### src/rtl/rx_packet_controller_if.sv
// rx_packet_controller_if: signal bundle between the packet controller, the
// serial byte receiver and the two player requesters.
//   rx_ready / rx_data  receiver byte-done pulse and the byte (valid one cycle later)
//   rx_reset            receiver reset pulse issued on an inter-byte timeout
//   pN_cmd/valid/ack    per-player command valid/ack handshake
//   err_count           saturating protocol error count
//   busy                controller is inside a packet
// Modport master is the controller; slave is the receiver / game-logic side.
interface rx_packet_controller_if #(
    parameter int unsigned ERR_W = 8
);
    logic             rx_ready;
    logic [7:0]       rx_data;
    logic             rx_reset;
    logic [7:0]       p1_cmd;
    logic             p1_valid;
    logic             p1_ack;
    logic [7:0]       p2_cmd;
    logic             p2_valid;
    logic             p2_ack;
    logic [ERR_W-1:0] err_count;
    logic             busy;

    modport master (
        input  rx_ready, rx_data, p1_ack, p2_ack,
        output rx_reset, p1_cmd, p1_valid, p2_cmd, p2_valid, err_count, busy
    );

    modport slave (
        output rx_ready, rx_data, p1_ack, p2_ack,
        input  rx_reset, p1_cmd, p1_valid, p2_cmd, p2_valid, err_count, busy
    );
endinterface

### src/rtl/rx_packet_controller.sv
// rx_packet_controller: assembles receiver bytes into paddle-command packets
// (HEADER, ID, CMD[, SUM]) and hands each command to player 1 or player 2
// over a valid/ack handshake. Inter-byte timeouts resynchronise the receiver.
// Ports:
//   bounderClock  baud-rate clock, posedge
//   reset         asynchronous, active-high
//   bus           rx_packet_controller_if.master (receiver, players, status)
// Optional feature: define RX_PKT_CHECKSUM_EN for 4-byte packets whose last
// byte must equal HEADER^ID^CMD; undefined gives 3-byte packets.
module rx_packet_controller #(
    parameter logic [7:0]  HEADER  = 8'hA5,
    parameter logic [15:0] TIMEOUT = 16'd40,
    parameter int unsigned ERR_W   = 8
) (
    input  logic                  bounderClock,
    input  logic                  reset,
    rx_packet_controller_if.master bus
);
    localparam logic [7:0] ID_P1 = 8'h01;
    localparam logic [7:0] ID_P2 = 8'h02;

    typedef enum logic [2:0] {
        HUNT,
        GET_ID,
        GET_CMD,
`ifdef RX_PKT_CHECKSUM_EN
        GET_SUM,
`endif
        DISPATCH
    } state_t;

    state_t           state;
    state_t           next_state;
    logic             rdy_d;
    logic [15:0]      timer;
    logic             to_p2;
    logic [7:0]       cmd_q;
    logic             rx_reset_q;
    logic [7:0]       p1_cmd_q;
    logic             p1_valid_q;
    logic [7:0]       p2_cmd_q;
    logic             p2_valid_q;
    logic [ERR_W-1:0] err_q;
    logic             busy_q;

    logic             byte_c;
    logic             in_get_c;
    logic             timeout_c;
    logic             err_c;
    logic             latch_id_c;
    logic             latch_cmd_c;
    logic             load1_c;
    logic             load2_c;

    // The byte is presented one cycle after the receiver strobe; DISPATCH never takes one.
    assign byte_c    = rdy_d && (state != DISPATCH);
    assign in_get_c  = (state != HUNT) && (state != DISPATCH);
    assign timeout_c = in_get_c && (timer == TIMEOUT - 16'd1);

    // State register
    always_ff @(posedge bounderClock or posedge reset) begin
        if (reset) begin
            state <= HUNT;
        end else begin
            state <= next_state;
        end
    end

    // Next-state and per-cycle strobes; a timeout overrides any byte in the same cycle.
    always_comb begin
        next_state  = state;
        err_c       = 1'b0;
        latch_id_c  = 1'b0;
        latch_cmd_c = 1'b0;
        load1_c     = 1'b0;
        load2_c     = 1'b0;
        if (timeout_c) begin
            next_state = HUNT;
            err_c      = 1'b1;
        end else begin
            case (state)
                HUNT: begin
                    if (byte_c && (bus.rx_data == HEADER)) next_state = GET_ID;
                end
                GET_ID: begin
                    // A repeated HEADER keeps us waiting for the ID (resync).
                    if (byte_c && (bus.rx_data != HEADER)) begin
                        if ((bus.rx_data == ID_P1) || (bus.rx_data == ID_P2)) begin
                            latch_id_c = 1'b1;
                            next_state = GET_CMD;
                        end else begin
                            err_c      = 1'b1;
                            next_state = HUNT;
                        end
                    end
                end
                GET_CMD: begin
                    if (byte_c) begin
                        latch_cmd_c = 1'b1;
`ifdef RX_PKT_CHECKSUM_EN
                        next_state  = GET_SUM;
`else
                        next_state  = DISPATCH;
`endif
                    end
                end
`ifdef RX_PKT_CHECKSUM_EN
                GET_SUM: begin
                    if (byte_c) begin
                        if (bus.rx_data == (HEADER ^ (to_p2 ? ID_P2 : ID_P1) ^ cmd_q)) begin
                            next_state = DISPATCH;
                        end else begin
                            err_c      = 1'b1;
                            next_state = HUNT;
                        end
                    end
                end
`endif
                DISPATCH: begin
                    // A slot is free if empty or being consumed on this very edge.
                    next_state = HUNT;
                    if (!to_p2) begin
                        if (!p1_valid_q || bus.p1_ack) load1_c = 1'b1;
                        else                           err_c   = 1'b1;
                    end else begin
                        if (!p2_valid_q || bus.p2_ack) load2_c = 1'b1;
                        else                           err_c   = 1'b1;
                    end
                end
                default: next_state = HUNT;
            endcase
        end
    end

    // Datapath, timer and registered outputs
    always_ff @(posedge bounderClock or posedge reset) begin
        if (reset) begin
            rdy_d      <= 1'b0;
            timer      <= '0;
            to_p2      <= 1'b0;
            cmd_q      <= '0;
            rx_reset_q <= 1'b0;
            p1_cmd_q   <= '0;
            p1_valid_q <= 1'b0;
            p2_cmd_q   <= '0;
            p2_valid_q <= 1'b0;
            err_q      <= '0;
            busy_q     <= 1'b0;
        end else begin
            rdy_d      <= bus.rx_ready;
            rx_reset_q <= timeout_c;
            busy_q     <= (next_state != HUNT);

            if (in_get_c && !timeout_c && !byte_c) timer <= timer + 16'd1;
            else                                   timer <= '0;

            if (latch_id_c)  to_p2 <= (bus.rx_data == ID_P2);
            if (latch_cmd_c) cmd_q <= bus.rx_data;

            if (load1_c) begin
                p1_cmd_q   <= cmd_q;
                p1_valid_q <= 1'b1;
            end else if (bus.p1_ack) begin
                p1_valid_q <= 1'b0;
            end

            if (load2_c) begin
                p2_cmd_q   <= cmd_q;
                p2_valid_q <= 1'b1;
            end else if (bus.p2_ack) begin
                p2_valid_q <= 1'b0;
            end

            if (err_c && (err_q != {ERR_W{1'b1}})) err_q <= err_q + ERR_W'(1);
        end
    end

    assign bus.rx_reset  = rx_reset_q;
    assign bus.p1_cmd    = p1_cmd_q;
    assign bus.p1_valid  = p1_valid_q;
    assign bus.p2_cmd    = p2_cmd_q;
    assign bus.p2_valid  = p2_valid_q;
    assign bus.err_count = err_q;
    assign bus.busy      = busy_q;
endmodule

### src/flat_wrapper.sv
// flat-port wrapper written by rule: the top's interface ports become plain ports
module rx_packet_controller_flat 
#(
    parameter logic [7:0]  HEADER  = 8'hA5,
    parameter logic [15:0] TIMEOUT = 16'd40,
    parameter int unsigned ERR_W   = 8
)
  (bounderClock, reset, bus_rx_ready, bus_rx_data, bus_p1_ack, bus_p2_ack, bus_rx_reset, bus_p1_cmd, bus_p1_valid, bus_p2_cmd, bus_p2_valid, bus_err_count, bus_busy);
  rx_packet_controller_if #(.ERR_W(ERR_W)) bus_i ();
  input  logic bounderClock;
  input  logic reset;
  input wire logic [$bits(bus_i.rx_ready)-1:0] bus_rx_ready;
  input wire logic [$bits(bus_i.rx_data)-1:0] bus_rx_data;
  input wire logic [$bits(bus_i.p1_ack)-1:0] bus_p1_ack;
  input wire logic [$bits(bus_i.p2_ack)-1:0] bus_p2_ack;
  output wire logic [$bits(bus_i.rx_reset)-1:0] bus_rx_reset;
  output wire logic [$bits(bus_i.p1_cmd)-1:0] bus_p1_cmd;
  output wire logic [$bits(bus_i.p1_valid)-1:0] bus_p1_valid;
  output wire logic [$bits(bus_i.p2_cmd)-1:0] bus_p2_cmd;
  output wire logic [$bits(bus_i.p2_valid)-1:0] bus_p2_valid;
  output wire logic [$bits(bus_i.err_count)-1:0] bus_err_count;
  output wire logic [$bits(bus_i.busy)-1:0] bus_busy;
  assign bus_i.rx_ready = bus_rx_ready;
  assign bus_i.rx_data = bus_rx_data;
  assign bus_i.p1_ack = bus_p1_ack;
  assign bus_i.p2_ack = bus_p2_ack;
  assign bus_rx_reset = bus_i.rx_reset;
  assign bus_p1_cmd = bus_i.p1_cmd;
  assign bus_p1_valid = bus_i.p1_valid;
  assign bus_p2_cmd = bus_i.p2_cmd;
  assign bus_p2_valid = bus_i.p2_valid;
  assign bus_err_count = bus_i.err_count;
  assign bus_busy = bus_i.busy;
  rx_packet_controller #(.HEADER(HEADER), .TIMEOUT(TIMEOUT), .ERR_W(ERR_W)) u_core (.bounderClock(bounderClock), .reset(reset), .bus(bus_i));
endmodule
### config.mk
export PLATFORM = sky130hd
export DESIGN_NAME = rx_packet_controller_flat
export DESIGN_NICKNAME = d
export VERILOG_FILES = /design/src/rtl/rx_packet_controller_if.sv /design/src/rtl/rx_packet_controller.sv /design/src/flat_wrapper.sv
export SDC_FILE = /design/constraint.sdc
export NUM_CORES = 1
export LEC_CHECK = 0
export BUFFER_PORTS_ARGS = -buffer_cell sky130_fd_sc_hd__buf_2
export CAP_MARGIN = 20
export CELL_PAD_IN_SITES_DETAIL_PLACEMENT = 1
export CELL_PAD_IN_SITES_GLOBAL_PLACEMENT = 1
export CORE_MARGIN = 2
export CORE_UTILIZATION = 44
export CTS_BUF_LIST = sky130_fd_sc_hd__clkbuf_8 sky130_fd_sc_hd__clkbuf_16
export DETAILED_ROUTE_END_ITERATION = 10
export HOLD_SLACK_MARGIN = 0.12
export PLACE_DENSITY = 0.76
export REMOVE_ABC_BUFFERS = 1
export SLEW_MARGIN = 10
export SYNTH_ARGS = -nofsm -noshare
export SYNTH_HDL_FRONTEND = slang
export SYNTH_SLANG_ARGS = --single-unit
### constraint.sdc
create_clock -name bounderClock -period 2.9 [get_ports bounderClock]
set_clock_uncertainty 0.05 [all_clocks]
set_input_delay 0.435 -clock bounderClock [delete_from_list [all_inputs] [get_ports bounderClock]]
set_output_delay 0.435 -clock bounderClock [all_outputs]
set_load 0.02 [all_outputs]
==> results by group <==
STA
  – Slew @ Worst Pin: 0.7572 ns
  – RSZ-0062 raised after global routing: no
  – Pins Over Slew Limit: 0
  – Fmax: 433.5 MHz
  – Setup TNS after final layout: 0 ns
  – Rel. slew slack: 49.24%
  – Final Cycle Share: 79.54%
  – Endpoints failing hold: 0
  – Final setup viols: 0
  – Tmin final: 2.307 ns

Clock tree
  – Post-CTS resize count: 0
  – CTS tree: done
  – Htree depth: 3
  – CTS Buffer Depth: 2
  – CTS root buf: clkbuf_8
  – Clock Pin Slew Worst Setup and Hold Paths: 0.06 ns
  – CTS buffer count: 9
  – CTS Sinks: 57
  – Clk_lat worst skew: 0.34 ns

Die
  – Starting Density: 46.09%
  – Num rows: 27
  – Core Region: 5540 µm²
  – Die area: 6430 µm²
  – Ports: 41
  – DIE HEIGHT: 80.19 µm
  – Die outline width: 80.19 µm

Critical path
  – Worst endpoint data arrival time: 2.47 ns
  – R2R cell count: 4
  – WP data required: 3.06 ns
  – Critical Path Start Type: register
  – Critical path class: register to register
  – Crit-path cells: or4_4 > or3_1 > a21oi_1 > mux2_1
  – CP max stage cell: or4_4
  – CP peak stage delay: 0.54 ns
  – Critical Path End Type: register
  – CP max FO: 7

Power
  – Leakage: 0.001462 µW
  – Power Dens Cells: 515.3 nW/µm²
  – Peak supply drop: 0.0002631 V
  – Overall Power: 1572 µW

Final layout
  – Share of layout cells above drive strength 1: 32.36%
  – Area growth, synth to finish: 19.50%
  – Layout Cells excl Fill: 347
  – Reg area: 1426 µm²
  – Final net count: 285
  – Inserted Diodes: 0
  – Fillers: 615
  – Most common cell after layout, fill and taps aside: dfrtp_1
  – Most frequent cells in the layout: 57 x dfrtp_1, 40 x buf_2, 24 x nor2_1, 23 x mux2_2, 14 x xor2_1
  – Multi-input logic area: 1071 µm²

Worst hold path
  – Hold Path Depth: 1
  – Worst hold path class: primary input to register

Global routing
  – Antenna violations before repair: 0
  – Largest net degree at the start of global routing: 50
  – Vias in the first global route: 1,877
  – All-Layer GR Usage: 18.68%
  – Grt total ovfl: 0
  – First-pass GRT wire length: 8.852 mm

Synth
  – Post-synth ARST share: 100.0%
  – Number of synthesis warnings: 0
  – Number of synthesized flops with an enable pin: 0
  – Share of the synthesized area in the top cell type: 55.85%
  – Netlist cell types: 41
  – Synthesized instance count: 219
  – Seq cells post-synth: 57
  – Sequential fraction of the synthesis area: 55.85%
  – Synth area leader: dfrtp_1
  – Mapped Area: 2554 µm²
  – Syn Area/Cell: 11.66 µm²
  – Top cells by area, synth: dfrtp_1 56%, mux2_2 10%, xor2_1 4.8%, nor2_1 3.5%, xnor2_1 2.7%
  – Prevailing post-synth register cell: dfrtp_1

Drt
  – Via count: 1,788
  – Antenna Violating Nets Remaining: 0
  – Drt first pass iters: 4
  – Routed Wire Length: 5.180 mm
  – First DRT Iteration DRCs: 47
  – # DRC: 0
  – DR WL/cell: 14.93 µm
  – Vias per cell: 5.153

Placement
  – Placed Instances: 329
  – Gpl congestion: 0.7571
  – Port bufs: 40
  – Final HPWL DP: 3.782 mm

Outcome
  – Outcome: completed

Flow run
  – Max-Cap Viols: 0
## cell usage after synthesis, drive strengths merged (2+ instances only)
library cell   n
dfrtp         57
mux2          24
nor2          24
xor2          14
nand2         13
inv           10
nand3          9
xnor2          8
nand4          5
a211oi         4
a21oi          4
and3           4
nor3           4
nor4           4
and4           3
o21ai          3
or2            3
or3            3
clkbuf         2
ha             2
nand2b         2
or4            2
## state kept, by name, summed over array words and instances, names as in the netlist
signal	cells
u_core.timer	16
u_core.bus.err_count	8
u_core.bus.p1_cmd	8
u_core.bus.p2_cmd	8
u_core.cmd_q	8
u_core.state	3
u_core.bus.busy	1
u_core.bus.p1_valid	1
u_core.bus.p2_valid	1
u_core.bus.rx_reset	1
u_core.rdy_d	1
u_core.to_p2	1
## critical path: cells and delay by family (launching register included)
kind | cells | cell delay, ns
AO/OA/AOI/OAI | 1 | 0.28
flip-flops | 1 | 0.45
multiplexers | 1 | 0.36
AND/OR/NAND/NOR | 2 | 1.04
## final timing paths
path | start | slack (ns) | end
setup / recovery | u_core.state[1] | 0.59 | u_core.bus.err_count[1]
min in group asynchronous | reset | 0.50 | u_core.bus.p2_cmd[5]
max in group asynchronous | reset | 1.82 | u_core.bus.err_count[4]
hold reg to reg | u_core.timer[0] | 0.43 | u_core.timer[0]
hold / removal | bus_rx_ready | 0.17 | u_core.rdy_d
setup reg to reg | u_core.state[1] | 0.59 | u_core.bus.err_count[1]
## cell type report
cell class / instances / area share [%]
Multi-Input combinational cell: 149 / 35.10
Sequential cell: 57 / 46.74
Inverter: 10 / 1.230
Clock inverter: 6 / 1.681
Clock buffer: 10 / 4.510
Timing Repair Buffer: 43 / 7.790
Tap cell: 72 / 2.952
## through the flow
step | utilization, % | hold slack, ns | instance area, µm² | setup WS [ns]
floorplan | - | 0.3829 | 2535 | 0.7578
global placement | 51.13 | 0.4013 | 2833 | 0.6713
detailed placement | 51.13 | 0.4208 | 2833 | 0.6280
CTS | 54.54 | 0.1525 | 3022 | 0.6012
global route | 55.08 | 0.1590 | 3052 | 0.4868
finish | 55.08 | 0.1685 | 3052 | 0.5934
## cell families after synthesis
logic type,Yosys count,synth area share (%)
AO/OA/AOI/OAI,19,6.125
XOR/XNOR,22,7.546
adder cells (fa/ha/maj),2,0.9798
buffers and inverters,13,2.205
flip-flops,57,55.86
multiplexers,24,10.58
other,1,0.1468
AND/OR/NAND/NOR,81,16.56
## per-layer routing
metal  part of all wire [%]  global-route usage, %  routed length [µm]  vias to the layer above
li1                       -                      -                   -                      872
met1                     42                  21.62                2180                      874
met2                     51                  31.50                2659                       27
met3                    4.0                  4.270                 206                       15
met4                    2.6                  11.02                 135                        0
met5                      0                      0                   0                        -
## repair_timing
item	4_1_cts	5_1_grt
hold endpoints to repair	0	7
buffers inserted	0	0
hold buffers	0	1
## power breakdown
part | switching [µW] | leakage [µW] | internal (µW)
Clock | 297 | 0.000110 | 407
Combinational | 35.8 | 0.000617 | 21.7
Sequential | 7.01 | 0.000736 | 804
Total | 340 | 0.00146 | 1230
Note: power is estimated with default switching activity, not from simulation.
